`src/rtl/slink_pkg.sv`:
```
// Shared definitions for the S-Link PHY controller: FSM encoding and default timing constants.
package slink_pkg;

  typedef enum logic [2:0] {
    ST_OFF        = 3'd0,
    ST_CLK_START  = 3'd1,
    ST_LANE_RESET = 3'd2,
    ST_LANE_WAIT  = 3'd3,
    ST_ACTIVE     = 3'd4,
    ST_IDLE       = 3'd5,
    ST_SHUTDOWN   = 3'd6,
    ST_ERROR      = 3'd7
  } phy_state_t;

  localparam int unsigned SLINK_RESET_CYCLES   = 8;
  localparam int unsigned SLINK_TIMEOUT_CYCLES = 1024;

endpackage

```
`src/rtl/slink_phy_ctrl_timer.sv`:
```
// Ready-wait counter: counts cycles while run is high, flags expiry on the limit-th cycle.
module slink_phy_ctrl_timer #(
  parameter int unsigned WIDTH = 16
) (
  input  logic             clk,
  input  logic             clear,
  input  logic             run,
  input  logic [WIDTH-1:0] limit,
  output logic             expired
);

  logic [WIDTH-1:0] count_q;
  logic             at_limit;

  // count_q is zero on the first waiting cycle, so limit-1 marks the limit-th cycle
  assign at_limit = (count_q >= (limit - WIDTH'(1)));
  assign expired  = run && at_limit;

  always_ff @(posedge clk) begin
    if (clear) begin
      count_q <= '0;
    end else if (run && !at_limit) begin
      count_q <= count_q + WIDTH'(1);
    end
  end

endmodule

```
`src/rtl/slink_io_phy_ctrl.sv`:
```
// PHY bring-up / idle / shutdown sequencer for the S-Link IO.
// Optional ready-wait timeout and ERROR state enabled by `define SLINK_PHY_CTRL_TIMEOUT_EN.
module slink_io_phy_ctrl
  import slink_pkg::*;
#(
  parameter int unsigned NUM_TX_LANES   = 4,
  parameter int unsigned NUM_RX_LANES   = 4,
  parameter int unsigned RESET_CYCLES   = SLINK_RESET_CYCLES,
  parameter int unsigned TIMEOUT_CYCLES = SLINK_TIMEOUT_CYCLES
) (
  input  logic                    clk,
  input  logic                    reset,
  input  logic                    enable,
  input  logic                    idle_req,
  input  logic [NUM_TX_LANES-1:0] tx_lane_mask,
  input  logic [NUM_RX_LANES-1:0] rx_lane_mask,
  output logic                    phy_clk_enable,
  output logic                    phy_clk_idle,
  input  logic                    phy_clk_ready,
  output logic [NUM_TX_LANES-1:0] phy_tx_enable,
  output logic [NUM_TX_LANES-1:0] phy_tx_reset,
  input  logic [NUM_TX_LANES-1:0] phy_tx_ready,
  output logic [NUM_RX_LANES-1:0] phy_rx_enable,
  output logic [NUM_RX_LANES-1:0] phy_rx_reset,
  input  logic [NUM_RX_LANES-1:0] phy_rx_ready,
  output logic                    link_ready,
  output logic                    in_idle,
  output logic                    timeout_err,
  output logic [2:0]              state
);

  if (RESET_CYCLES < 1 || RESET_CYCLES > 255) begin : g_bad_reset_cycles
    $error("RESET_CYCLES must be within 1..255");
  end
  if (TIMEOUT_CYCLES < 2 || TIMEOUT_CYCLES > 65535) begin : g_bad_timeout_cycles
    $error("TIMEOUT_CYCLES must be within 2..65535");
  end

  phy_state_t state_q, state_d;

  logic [NUM_TX_LANES-1:0] tx_mask_q, tx_mask_d;
  logic [NUM_RX_LANES-1:0] rx_mask_q, rx_mask_d;
  logic [7:0]              rst_cnt_q;
  logic                    rst_done;
  logic                    lanes_ready;
  logic                    wait_expired;
  logic                    enter_clk_start;

  logic                    clk_enable_d, clk_idle_d, link_ready_d, in_idle_d;
  logic [NUM_TX_LANES-1:0] tx_enable_d, tx_reset_d;
  logic [NUM_RX_LANES-1:0] rx_enable_d, rx_reset_d;

  assign rst_done    = (rst_cnt_q == 8'(RESET_CYCLES - 1));
  assign lanes_ready = ((phy_tx_ready & tx_mask_q) == tx_mask_q) &&
                       ((phy_rx_ready & rx_mask_q) == rx_mask_q);

  always_comb begin
    state_d = state_q;
    case (state_q)
      ST_OFF:        if (enable) state_d = ST_CLK_START;
      ST_CLK_START: begin
        if (!enable)            state_d = ST_SHUTDOWN;
        else if (phy_clk_ready) state_d = ST_LANE_RESET;
        else if (wait_expired)  state_d = ST_ERROR;
      end
      ST_LANE_RESET: begin
        if (!enable)       state_d = ST_SHUTDOWN;
        else if (rst_done) state_d = ST_LANE_WAIT;
      end
      ST_LANE_WAIT: begin
        if (!enable)           state_d = ST_SHUTDOWN;
        else if (lanes_ready)  state_d = ST_ACTIVE;
        else if (wait_expired) state_d = ST_ERROR;
      end
      ST_ACTIVE: begin
        if (!enable)       state_d = ST_SHUTDOWN;
        else if (idle_req) state_d = ST_IDLE;
      end
      ST_IDLE: begin
        if (!enable)        state_d = ST_SHUTDOWN;
        else if (!idle_req) state_d = ST_CLK_START;
      end
      ST_SHUTDOWN:   state_d = ST_OFF;
      ST_ERROR:      if (!enable) state_d = ST_OFF;
      default:       state_d = ST_OFF;
    endcase
  end

  assign enter_clk_start = (state_d == ST_CLK_START) && (state_q != ST_CLK_START);
  assign tx_mask_d = !enter_clk_start      ? tx_mask_q :
                     (tx_lane_mask == '0)  ? NUM_TX_LANES'(1) : tx_lane_mask;
  assign rx_mask_d = !enter_clk_start      ? rx_mask_q :
                     (rx_lane_mask == '0)  ? NUM_RX_LANES'(1) : rx_lane_mask;

  // Outputs are decoded from the state being entered so they register alongside it
  always_comb begin
    clk_enable_d = 1'b0;
    clk_idle_d   = 1'b0;
    link_ready_d = 1'b0;
    in_idle_d    = 1'b0;
    tx_enable_d  = '0;
    tx_reset_d   = '1;
    rx_enable_d  = '0;
    rx_reset_d   = '1;
    case (state_d)
      ST_CLK_START: clk_enable_d = 1'b1;
      ST_LANE_RESET: begin
        clk_enable_d = 1'b1;
        tx_enable_d  = tx_mask_d;
        rx_enable_d  = rx_mask_d;
      end
      ST_LANE_WAIT, ST_ACTIVE: begin
        clk_enable_d = 1'b1;
        link_ready_d = (state_d == ST_ACTIVE);
        tx_enable_d  = tx_mask_d;
        tx_reset_d   = ~tx_mask_d;
        rx_enable_d  = rx_mask_d;
        rx_reset_d   = ~rx_mask_d;
      end
      ST_IDLE: begin
        clk_enable_d = 1'b1;
        clk_idle_d   = 1'b1;
        in_idle_d    = 1'b1;
        tx_reset_d   = ~tx_mask_d;
        rx_reset_d   = ~rx_mask_d;
      end
      default: ;
    endcase
  end

  always_ff @(posedge clk) begin
    if (reset) begin
      state_q        <= ST_OFF;
      tx_mask_q      <= '0;
      rx_mask_q      <= '0;
      rst_cnt_q      <= '0;
      phy_clk_enable <= 1'b0;
      phy_clk_idle   <= 1'b0;
      phy_tx_enable  <= '0;
      phy_tx_reset   <= '1;
      phy_rx_enable  <= '0;
      phy_rx_reset   <= '1;
      link_ready     <= 1'b0;
      in_idle        <= 1'b0;
    end else begin
      state_q        <= state_d;
      tx_mask_q      <= tx_mask_d;
      rx_mask_q      <= rx_mask_d;
      rst_cnt_q      <= (state_q == ST_LANE_RESET) ? rst_cnt_q + 8'd1 : 8'd0;
      phy_clk_enable <= clk_enable_d;
      phy_clk_idle   <= clk_idle_d;
      phy_tx_enable  <= tx_enable_d;
      phy_tx_reset   <= tx_reset_d;
      phy_rx_enable  <= rx_enable_d;
      phy_rx_reset   <= rx_reset_d;
      link_ready     <= link_ready_d;
      in_idle        <= in_idle_d;
    end
  end

  assign state = state_q;

`ifdef SLINK_PHY_CTRL_TIMEOUT_EN
  logic timer_clear, timer_run;

  // Clearing on every transition covers entry into both waiting states
  assign timer_clear = reset || (state_d != state_q);
  assign timer_run   = (state_q == ST_CLK_START) || (state_q == ST_LANE_WAIT);

  slink_phy_ctrl_timer #(
    .WIDTH (16)
  ) u_timer (
    .clk     (clk),
    .clear   (timer_clear),
    .run     (timer_run),
    .limit   (16'(TIMEOUT_CYCLES)),
    .expired (wait_expired)
  );

  always_ff @(posedge clk) begin
    if (reset) timeout_err <= 1'b0;
    else       timeout_err <= (state_d == ST_ERROR);
  end
`else
  assign wait_expired = 1'b0;
  assign timeout_err  = 1'b0;
`endif

endmodule

```
`config.mk`:
```
export PLATFORM = sky130hd
export DESIGN_NAME = slink_io_phy_ctrl
export DESIGN_NICKNAME = d
export VERILOG_FILES = /design/src/rtl/slink_pkg.sv /design/src/rtl/slink_phy_ctrl_timer.sv /design/src/rtl/slink_io_phy_ctrl.sv
export SDC_FILE = /design/constraint.sdc
export NUM_CORES = 1
export LEC_CHECK = 0
export ABC_AREA = 1
export CELL_PAD_IN_SITES_DETAIL_PLACEMENT = 0
export CELL_PAD_IN_SITES_GLOBAL_PLACEMENT = 1
export CORE_UTILIZATION = 35
export CTS_BUF_LIST = sky130_fd_sc_hd__clkbuf_4
export CTS_CLUSTER_SIZE = 10
export DETAILED_ROUTE_END_ITERATION = 8
export MAX_ROUTING_LAYER = met4
export PLACE_DENSITY = 0.84
export RECOVER_POWER = 25
export SYNTH_ARGS = -nofsm -noshare
export SYNTH_HDL_FRONTEND = slang
export SYNTH_HIERARCHICAL = 1
export SYNTH_SLANG_ARGS = --single-unit
```
`constraint.sdc`:
```
create_clock -name clk -period 1.7 [get_ports clk]
set_input_delay 0.255 -clock clk [delete_from_list [all_inputs] [get_ports clk]]
set_output_delay 0.255 -clock clk [all_outputs]
set_load 0.01 [all_outputs]
```
==> run metrics <==
status finished with violations; failing checks design-rule violations, negative setup slack; Die Span Y 70.64 um; DP Worst Slack -0.4536 ns; worst skew pair latency ~0.35 ns; full die area 4990 um^2; RSZ-0062 raised after global routing yes; Num CTS Buffers 5; pin count of the biggest net entering global routing 13; gpl congestion about 0.84; CP startpoint kind flop; Gate Count Post-Synth 229; Critical Path AT roughly 2.0 ns; Iter 0 DRT Violations 65; Row Count 24; Final Critical Period roughly 1.7 ns; top post-synthesis cells by area dfxtp_1, nand2_1, nand3_1; Port Buffers 43; Slowest-stage cell, CP dfxtp_4; vias per cell about 4.6; Reg2Reg Depth 12; setup ws final -0.02180 ns; Die W ~71 um; WHS Endpoint rst_cnt_q[7]; maximum fanout along the worst path 8; Initial Utilization 0.3711; Crit path top cell by count nand2_1; Synth top cells by count nand2_1, dfxtp_1, nor2_1, inv_1, nand3_1; WS Path Type flop to flop; final hold violations 0; Layout Area Growth over Synthesis 61.23%; Main synth FF type dfxtp_1; Post-synth EDFFs 0; Final setup viols 6; vias after detailed routing 1,671; delay of the slowest cell on the worst path 0.41 ns; post-layout util 0.5983; H-tree depth 2; Pleak around 1.2 nW; first-pass GRT wire length 6630 um; Pwr Total about 2.9 mW; Post-Syn Area 1649 um^2; register area share after synthesis 0.4613; clk slew on worst S/H paths 0.12 ns; Critical Path End Type flop; root buffer cell clkbuf_4; reg2reg setup slack -0.02 ns; DRC errors left 4; All-Layer GR Usage 0.1762; FMAX 0.5808 GHz; most frequent cell after synthesis nand2_1; I/O pin count 45; Reg2Reg Launch Point state[1]; Fin Clk Skew 0.006449 ns; hold path depth 2; worst endpoint required time 2.00 ns; drt wl/cell 11.20 um; total of max-cap violations 0; final period utilization 1.013; vias in the first global route between 1,500 and 2,000; core box area between 4000 and 5000 um^2; Post-CTS Hold Fix Bufs 0; crit-path cells nand2_1, nand3_1, nand2_1, nor3_2, nand2_1, nand2_2, clkinv_4, nor2_8, nand2_8, nand2_4, nand2_4, nor2_2; 1st-pass router iterations 8; HP Class flop to flop; detailed placement HPWL between 2000 and 3000 um; pwr dens around 1100 nW/um^2; Slew Limit Fails 0; post-synth cell types 25; synthesized flop and latch total 38; initial antenna violation count 0; syn nets 251; Peak supply drop 0.5525 mV; clock sink count 38; Max clock buf depth 2; layout cells sized above 1 0.3238; warnings from Yosys 6; min-delay src rst_cnt_q[7]; CP startpoint state[1]; ant diodes 0; largest area contributor in the netlist dfxtp_1; Final ANT Viol Nets 0; Synth top area share 0.4613; Nets approximately 340; reg2reg end tx_mask_q[2]; Mean Syn Cell Area between 7 and 8 um^2; CTS tree yes; gr ovfl total 0; total wire length ~4100 um; Post-synth ARST share 0
-- metal layers --
layer	track usage	wire length, um
met1	0.2190	1900
met2	0.2751	1994
met3	0.03846	132
met4	0.08000	81
met5	-	0
-- registers in the layout, summed over array words and instances (netlist names) --
register        cells
state               3
tx_mask_q           4
in_idle             1
rx_mask_q           4
phy_rx_enable       4
rst_cnt_q           8
phy_tx_enable       4
phy_clk_enable      1
link_ready          1
phy_tx_reset        4
phy_rx_reset        4
-- metrics by stage --
step	hold slack [ns]	area [um^2]	setup TNS, ns	cells
6_report	0.5040	2659	-0.07026	367
5_1_grt	0.5428	2659	-2.001	367
4_1_cts	0.5027	2452	0	362
3_5_place_dp	0.4858	2359	-10.28	352
3_3_place_gp	0.4620	2359	-9.173	352
2_1_floorplan	0.3241	1649	0	229
-- power breakdown --
| part | leakage [nW] | internal [mW] | total (mW) | switching, mW |
|---|---|---|---|---|
| Combinational | 0.820 | 0.607 | 1.34 | 0.732 |
| Sequential | 0.313 | 1.02 | 1.09 | 0.0735 |
| Clock | 0.0286 | 0.154 | 0.455 | 0.301 |
| Total | 1.16 | 1.78 | 2.88 | 1.11 |
-- cells in the final DEF, fill, tap and decap left out, drive strengths merged, types with 4 or more instances in the layout --
cell type and count:
buf 36, nand3 25, clkinv 4, dfxtp 38, nor3 5, nor2 37, nand4 5, a21oi 6
inv 36, clkdlybuf4s50 42, clkbuf 6, nand2 60
-- layout make-up --
type | instances | area [um^2]
clock inverters | 3 | 16.27
multi-input cells | 150 | 883.3
clock buffers | 5 | 37.54
repair buffers | 80 | 719.4
well taps | 52 | 65.06
inverters | 38 | 152.6
repair inverters | 1 | 7.507
flip-flops and latches | 38 | 777.0
fillers | 413 | 1785
-- worst max-delay path, delay by kind of cell, from the launching register on --
kind	cells	cell delay, ns
and+or+nand+nor	11	1.14
buffers and inverters	1	0.10
DFF	1	0.41
-- what timing repair did --
item | in CTS | in global routing
setup buffers | 1 | 4
pin swaps | 3 | 20
hold endpoints to repair | 0 | 0
endpoints found under the setup margin | 27 | 27
gates resized for setup | 10 | 49
gates cloned | 1 | 1
-- how the worst max path moves through the flow --
stage / end / cells past startpoint
after floorplan: rx_mask_q[0] / 12
after global placement: phy_rx_enable[1] / 15
after detailed placement: phy_rx_enable[3] / 15
after CTS: tx_mask_q[2] / 12
after global routing: phy_tx_enable[0] / 12
final: tx_mask_q[2] / 12
-- logic make-up after synthesis --
logic type	after synthesis	synth area share
compound gates	12	0.03869
other cells	1	0.002274
buf+inv	42	0.1039
simple gates	135	0.3862
fa+ha+maj	1	0.007586
flops	38	0.4613
(Power assumes the default switching activity.)
